==> src/rtl/mul_seq.sv <==
// mul_seq: sequential shift-add multiplier, signed or unsigned, one multiplier bit per cycle.
// Ports: clk; rst (async, active-low); a_i/b_i operands and signed_i mode, sampled on an
// accepted start; busy while an operation runs; done pulses one cycle when result updates;
// result holds the 2*WIDTH-bit product until the next completion.
// Build option: define MUL_SEQ_EARLY_EXIT_EN to leave RUN once no multiplier bits remain.
module mul_seq #(
    parameter int WIDTH = 8
) (
    input  logic               clk,
    input  logic               rst,
    input  logic [WIDTH-1:0]   a_i,
    input  logic [WIDTH-1:0]   b_i,
    input  logic               signed_i,
    input  logic               start,
    output logic               busy,
    output logic               done,
    output logic [2*WIDTH-1:0] result
);
    localparam int CW = $clog2(WIDTH);
    typedef enum logic [1:0] {IDLE, RUN, FIX} state_t;
    state_t               state_q, state_d;
    logic [2*WIDTH-1:0]   a_q, a_d, acc_q, acc_d, result_q, result_d;
    logic [WIDTH-1:0]     b_q, b_d, a_mag, b_mag;
    logic [CW-1:0]        cnt_q, cnt_d;
    logic                 neg_q, neg_d, done_q, done_d, a_neg, b_neg, last;
    // Magnitudes fit in WIDTH unsigned bits, including the signed minimum.
    assign a_neg = signed_i & a_i[WIDTH-1];
    assign b_neg = signed_i & b_i[WIDTH-1];
    assign a_mag = a_neg ? -a_i : a_i;
    assign b_mag = b_neg ? -b_i : b_i;
    // b_q shifts right each RUN cycle, so b_q[0] is multiplier bit[cnt_q] and
    // b_q[WIDTH-1:1] are the bits not yet processed.
`ifdef MUL_SEQ_EARLY_EXIT_EN
    assign last = (cnt_q == CW'(WIDTH-1)) || (b_q[WIDTH-1:1] == '0);
`else
    assign last = cnt_q == CW'(WIDTH-1);
`endif
    always_ff @(posedge clk or negedge rst) begin
        if (!rst) begin
            state_q  <= IDLE;
            a_q      <= '0;
            b_q      <= '0;
            acc_q    <= '0;
            cnt_q    <= '0;
            neg_q    <= 1'b0;
            result_q <= '0;
            done_q   <= 1'b0;
        end else begin
            state_q  <= state_d;
            a_q      <= a_d;
            b_q      <= b_d;
            acc_q    <= acc_d;
            cnt_q    <= cnt_d;
            neg_q    <= neg_d;
            result_q <= result_d;
            done_q   <= done_d;
        end
    end
    always_comb begin
        state_d = state_q;
        case (state_q)
            IDLE:    state_d = start ? RUN : IDLE;
            RUN:     state_d = last ? FIX : RUN;
            default: state_d = IDLE;
        endcase
    end
    always_comb begin
        a_d      = a_q;
        b_d      = b_q;
        acc_d    = acc_q;
        cnt_d    = cnt_q;
        neg_d    = neg_q;
        result_d = result_q;
        done_d   = 1'b0;
        if (state_q == IDLE && start) begin
            a_d   = {{WIDTH{1'b0}}, a_mag};
            b_d   = b_mag;
            neg_d = a_neg ^ b_neg;
            acc_d = '0;
            cnt_d = '0;
        end else if (state_q == RUN) begin
            acc_d = acc_q + (b_q[0] ? a_q : '0);
            a_d   = a_q << 1;
            b_d   = b_q >> 1;
            cnt_d = cnt_q + CW'(1);
        end else if (state_q == FIX) begin
            // Negating a zero accumulator yields zero, so no negative zero exists.
            result_d = neg_q ? -acc_q : acc_q;
            done_d   = 1'b1;
        end
    end
    always_comb begin
        busy   = state_q != IDLE;
        done   = done_q;
        result = result_q;
    end
endmodule

==> config.mk <==
export PLATFORM = sky130hd
export DESIGN_NAME = mul_seq
export DESIGN_NICKNAME = d
export VERILOG_FILES = /design/src/rtl/mul_seq.sv
export SDC_FILE = /design/constraint.sdc
export NUM_CORES = 1
export LEC_CHECK = 0
export BUFFER_PORTS_ARGS = -buffer_cell sky130_fd_sc_hd__buf_2
export CORE_MARGIN = 3
export CORE_UTILIZATION = 55
export CTS_CLUSTER_DIAMETER = 50
export DETAILED_ROUTE_END_ITERATION = 8
export PLACE_DENSITY = 0.75
export REMOVE_ABC_BUFFERS = 1
export SYNTH_ARGS = -nofsm -noshare
export SYNTH_HDL_FRONTEND = slang
export SYNTH_SLANG_ARGS = --single-unit
export TNS_END_PERCENT = 1
==> constraint.sdc <==
create_clock -name clk -period 5.4 [get_ports clk]
set_input_delay 0.81 -clock clk [delete_from_list [all_inputs] [get_ports clk]]
set_output_delay 0.81 -clock clk [all_outputs]
set_load 0.02 [all_outputs]
# == After elaboration in Yosys (flattened, before gate mapping) ==
# Index checks and enable logic that the tools add are counted.
# totals
inputBits,20
regBits,63
word_cells,44
# op_classes
reduce_logical,5
n_bitwise,5
n_mux,18
add_sub_neg,5
n_eq_ne,3
# op_table
op,n
16-bit two-way mux,6
8-bit two-way mux,4
16-bit adder,1
16-bit negator,1
8-bit negator,2
3-bit two-way mux,2
1-bit two-way mux,4
2-bit case mux with 2 select lines,1
2-bit nonzero test,2
"3-bit by 1-bit adder with 3-bit output, second input constant",1
"3-bit == test, second input constant",1
3-bit AND reduction,1
1-bit bitwise AND,2
"2-bit by 1-bit == test with 1-bit output, second input constant",1
"2-bit == test, second input constant",1
2-bit logical NOT,1
2-bit two-way mux,1
1-bit inverter,2
1-bit logical AND,1
1-bit XOR,1

# == Depth between registers and ports, before layout ==
# logic_depth
ltp_word,4
depth_mapped,10

# == Worst setup path after synthesis ==
# OpenSTA, ideal clock, no wires.
# synth_timing
path_kind,flip-flop to flip-flop
from,register b_q[0]
to,register acc_q[12]
setup_time_ps,122
stages_incl_launch_ff,11
path_slack_ps,3077
period_less_slack_ps,2323
arrival_time_ps,2201
cell_sequence,dfrtp_1 clkbuf_1 and2_1 ha_1 inv_1 fa_1 nor2b_1 o211a_1 o211a_1 or3_1 a32o_1
# synth_via
elab_chain_len,4
# synth_lines
item,line,text
from (decl),23,"logic [WIDTH-1:0] b_q, b_d, a_mag, b_mag;"
from (signal assigned),42,b_q <= '0;
from (signal assigned),51,b_q <= b_d;
16-bit two-way mux,82,acc_d = acc_q + (b_q[0] ? a_q : '0);
16-bit adder,82,
16-bit two-way mux,81,end else if (state_q == RUN) begin
16-bit two-way mux,75,if (state_q == IDLE && start) begin
to (signal assigned),43,acc_q <= '0;
to (signal assigned),52,acc_q <= acc_d;
to (decl),22,"logic [2*WIDTH-1:0] a_q, a_d, acc_q, acc_d, result_q, result_d;"
# No other way between the ends. The select of a mux whose other input is x is not followed.
# A chain may end at the register's enable or synchronous reset.

# == Worst setup path in the final report ==
# layout_timing
from,register b_q[0]
to,register acc_q[10]
# The elaborated chain is that of the path after synthesis.

==> flow_summary.toml <==
[clock_network]
cts_root_buf = "clkbuf_8"
clk_latency_ns = 0.34
cts_num_sinks = 63
cts_tree = "yes"
cts_buffers = 9
hold_buffers = 0
clk_path_buf_depth = 2
clk_pin_slew_ns = 0.06
post_cts_buffers = 0
cts_max_level = 3
post_cts_resized = 0

[grt]
grt_usage = 0.207
grt_first_pass_wirelength_um = 13700
grt_max_degree = 64
grt_pass1_vias = 3023
antenna_found_initial = 0
grt.overflow.total = 0

[die]
die_w_um = 90.0
initial_utilization = 0.587
design.die.area_mm2 = 0.00810
rows = 29
ios = 38
core-area_mm2 = 0.00660
die_y_um = 90.0

[synth]
synth-main-ff-cell = "dfrtp_1"
synth-edff-count = 0
ys_async_sr_fraction = 1.00
yosys_warnings = 0
synth_seq_cells = 63
syn_inst = 433
syn_area_mm2 = 0.00388
yosysSeqAreaShare = 0.406
syn_area_per_cell_um2 = 8.96
ys_types = 52

[timing]
fin_skew_ns = 0.00868
timing.final.ws_setup_ns = 2.89
max_freq_mhz = 398
rsz0062_at_grt = "false"
max-slew-margin-rel = 0.233
tightest_slew_ns = 1.15
tns_ns = 0
slew_viol_final = 0
finalSetupViolCount = 0
hold_viol = 0
min_period_over_period = 0.465
period_needed_ns = 2.51

[cells_and_area]
syn_to_final_growth_pct = 10.7
fill_cells = 567
drive_above_1_share = 0.135
final_util = 0.650
multi_input_area_mm2 = 0.00217
seq_area_mm2 = 0.00158
final_nets = 505
final_design_area_no_fill_mm2 = 0.00429
antenna_cells = 0

[power]
leakage_nw = 2.04
peakVddDrop_mv = 0.215
p_per_area_mw_per_mm2 = 525
power_mw = 2.25

[setup_path]
critPathLaunchType = "flip-flop"
crit_required_ns = 5.56
worstSetupPathType = "reg2reg"
crit_fanout = 17
critPathCaptureType = "flip-flop"
critical_path_arrival_ns = 2.67

[route]
route.vias.total = 3195
drc = 0
firstDrtPassIters = 4
avgViaCountPerCell = 5.70
ant_nets = 0
drtIter0Drc = 162
wire_per_inst_um = 14.1
drt-total-wl_um = 7920

[outcome]
status = "finished, final reports clean"

[placement]
dpl.hpwl_um = 5670
pre_cts_ws_ns = 2.89
place.gp.congestion = 0.900
portBuffers = 37
place_area_mm2 = 0.00411

[run]
maxCapViolCount = 0

[min_path]
min_path_type = "reg2reg"
-- Yosys cell counts, types with 4 or more instances --
library cell,count,share of area
nor2b_1,5,0.0081
inv_1,12,0.012
nor2_1,26,0.025
dfrtp_1,63,0.41
ha_1,20,0.065
nand2_1,68,0.066
a21oi_1,17,0.022
nand2b_1,7,0.011
nand3_1,11,0.014
nor3_1,8,0.010
xor2_1,31,0.070
clkbuf_1,14,0.014
o211ai_1,5,0.0097
o21ai_0,39,0.050
or3_1,4,0.0065
a31oi_1,12,0.019
a22o_1,13,0.029
o31ai_1,6,0.012
and2_1,17,0.027
-- layer usage --
layer	track usage	vias up	routed length (µm)
met5	0	-	0
met4	0.0931	0	145
met3	0.0301	11	346
met2	0.345	75	3680
met1	0.267	1498	3750
li1	-	1611	-
-- metrics by stage --
| step | hold slack [ns] | std cells |
|---|---|---|
| finish | 0.469 | 561 |
| global route | 0.500 | 561 |
| CTS | 0.479 | 561 |
| detailed placement | 0.465 | 546 |
| global placement | 0.456 | 546 |
| floorplan | 0.451 | 413 |
-- where the power goes --
part	internal, mW	switching (mW)
registers	0.664	0.197
logic	0.431	0.586
clock network	0.200	0.175
-- logic make-up (layout without fill, tap and decap cells) --
kind of cell,count (synthesis),after routing,share of synthesized area
and+or+nand+nor,158,158,0.192
buffers and inverters,32,67,0.0368
muxes,2,2,0.00548
adders and majority gates,21,21,0.0697
DFF,63,63,0.406
xor gates and xnor gates,33,33,0.0745
AOI/OAI and AO/OA,124,124,0.215
-- path summary, 6_finish.rpt --
path | startpoint | endpoint | slack (ns) | cells after the start
max | b_q[0]$_DFFE_PN0N_ | acc_q[10]$_DFFE_PN0N_ | 2.89 | 9
min | result[4]$_DFFE_PN0P_ | result[4]$_DFFE_PN0P_ | 0.47 | 2
max reg2reg | b_q[0]$_DFFE_PN0N_ | acc_q[10]$_DFFE_PN0N_ | 2.89 | 9
min reg2reg | result[4]$_DFFE_PN0P_ | result[4]$_DFFE_PN0P_ | 0.47 | 2
max in group asynchronous | rst | a_q[1]$_DFFE_PN0N_ | 4.24 | 2
min in group asynchronous | rst | result[2]$_DFFE_PN0P_ | 0.62 | 2
-- cells in the final DEF (no fill, tap or decap), types with 11 or more instances in the layout --
cell       n
a21oi_1   17
a22o_1    13
a31oi_1   12
and2_1    17
buf_2     37
clkbuf_8  12
dfrtp_1   63
ha_1      20
inv_1     12
nand2_1   68
nand3_1   11
nor2_1    26
o21ai_0   39
xor2_1    31
-- flip-flops by register name, summed over array words and instances, names as in the netlist --
signal and cells:
a_q 16, state_q 2, cnt_q 3, acc_q 16
result 16, b_q 8, neg_q 1, done 1
-- critical path, cell delays in order, from the launching register on --
cell and delay (ns):
dfrtp_1 0.55, and2_1 0.19, ha_1 0.19, inv_1 0.06
fa_1 0.39, nor2b_1 0.23, o211a_1 0.23, o2111ai_1 0.15
mux2_2 0.24, o311ai_0 0.10
-- layout make-up --
class / count / area share
clock buffers: 12 / 0.0385
clock inverters: 3 / 0.00408
inverters: 12 / 0.0105
multi-input cells: 338 / 0.504
flip-flops and latches: 63 / 0.367
well taps: 93 / 0.0271
repair buffers: 40 / 0.0484
Power figures use the tool's default switching activity.
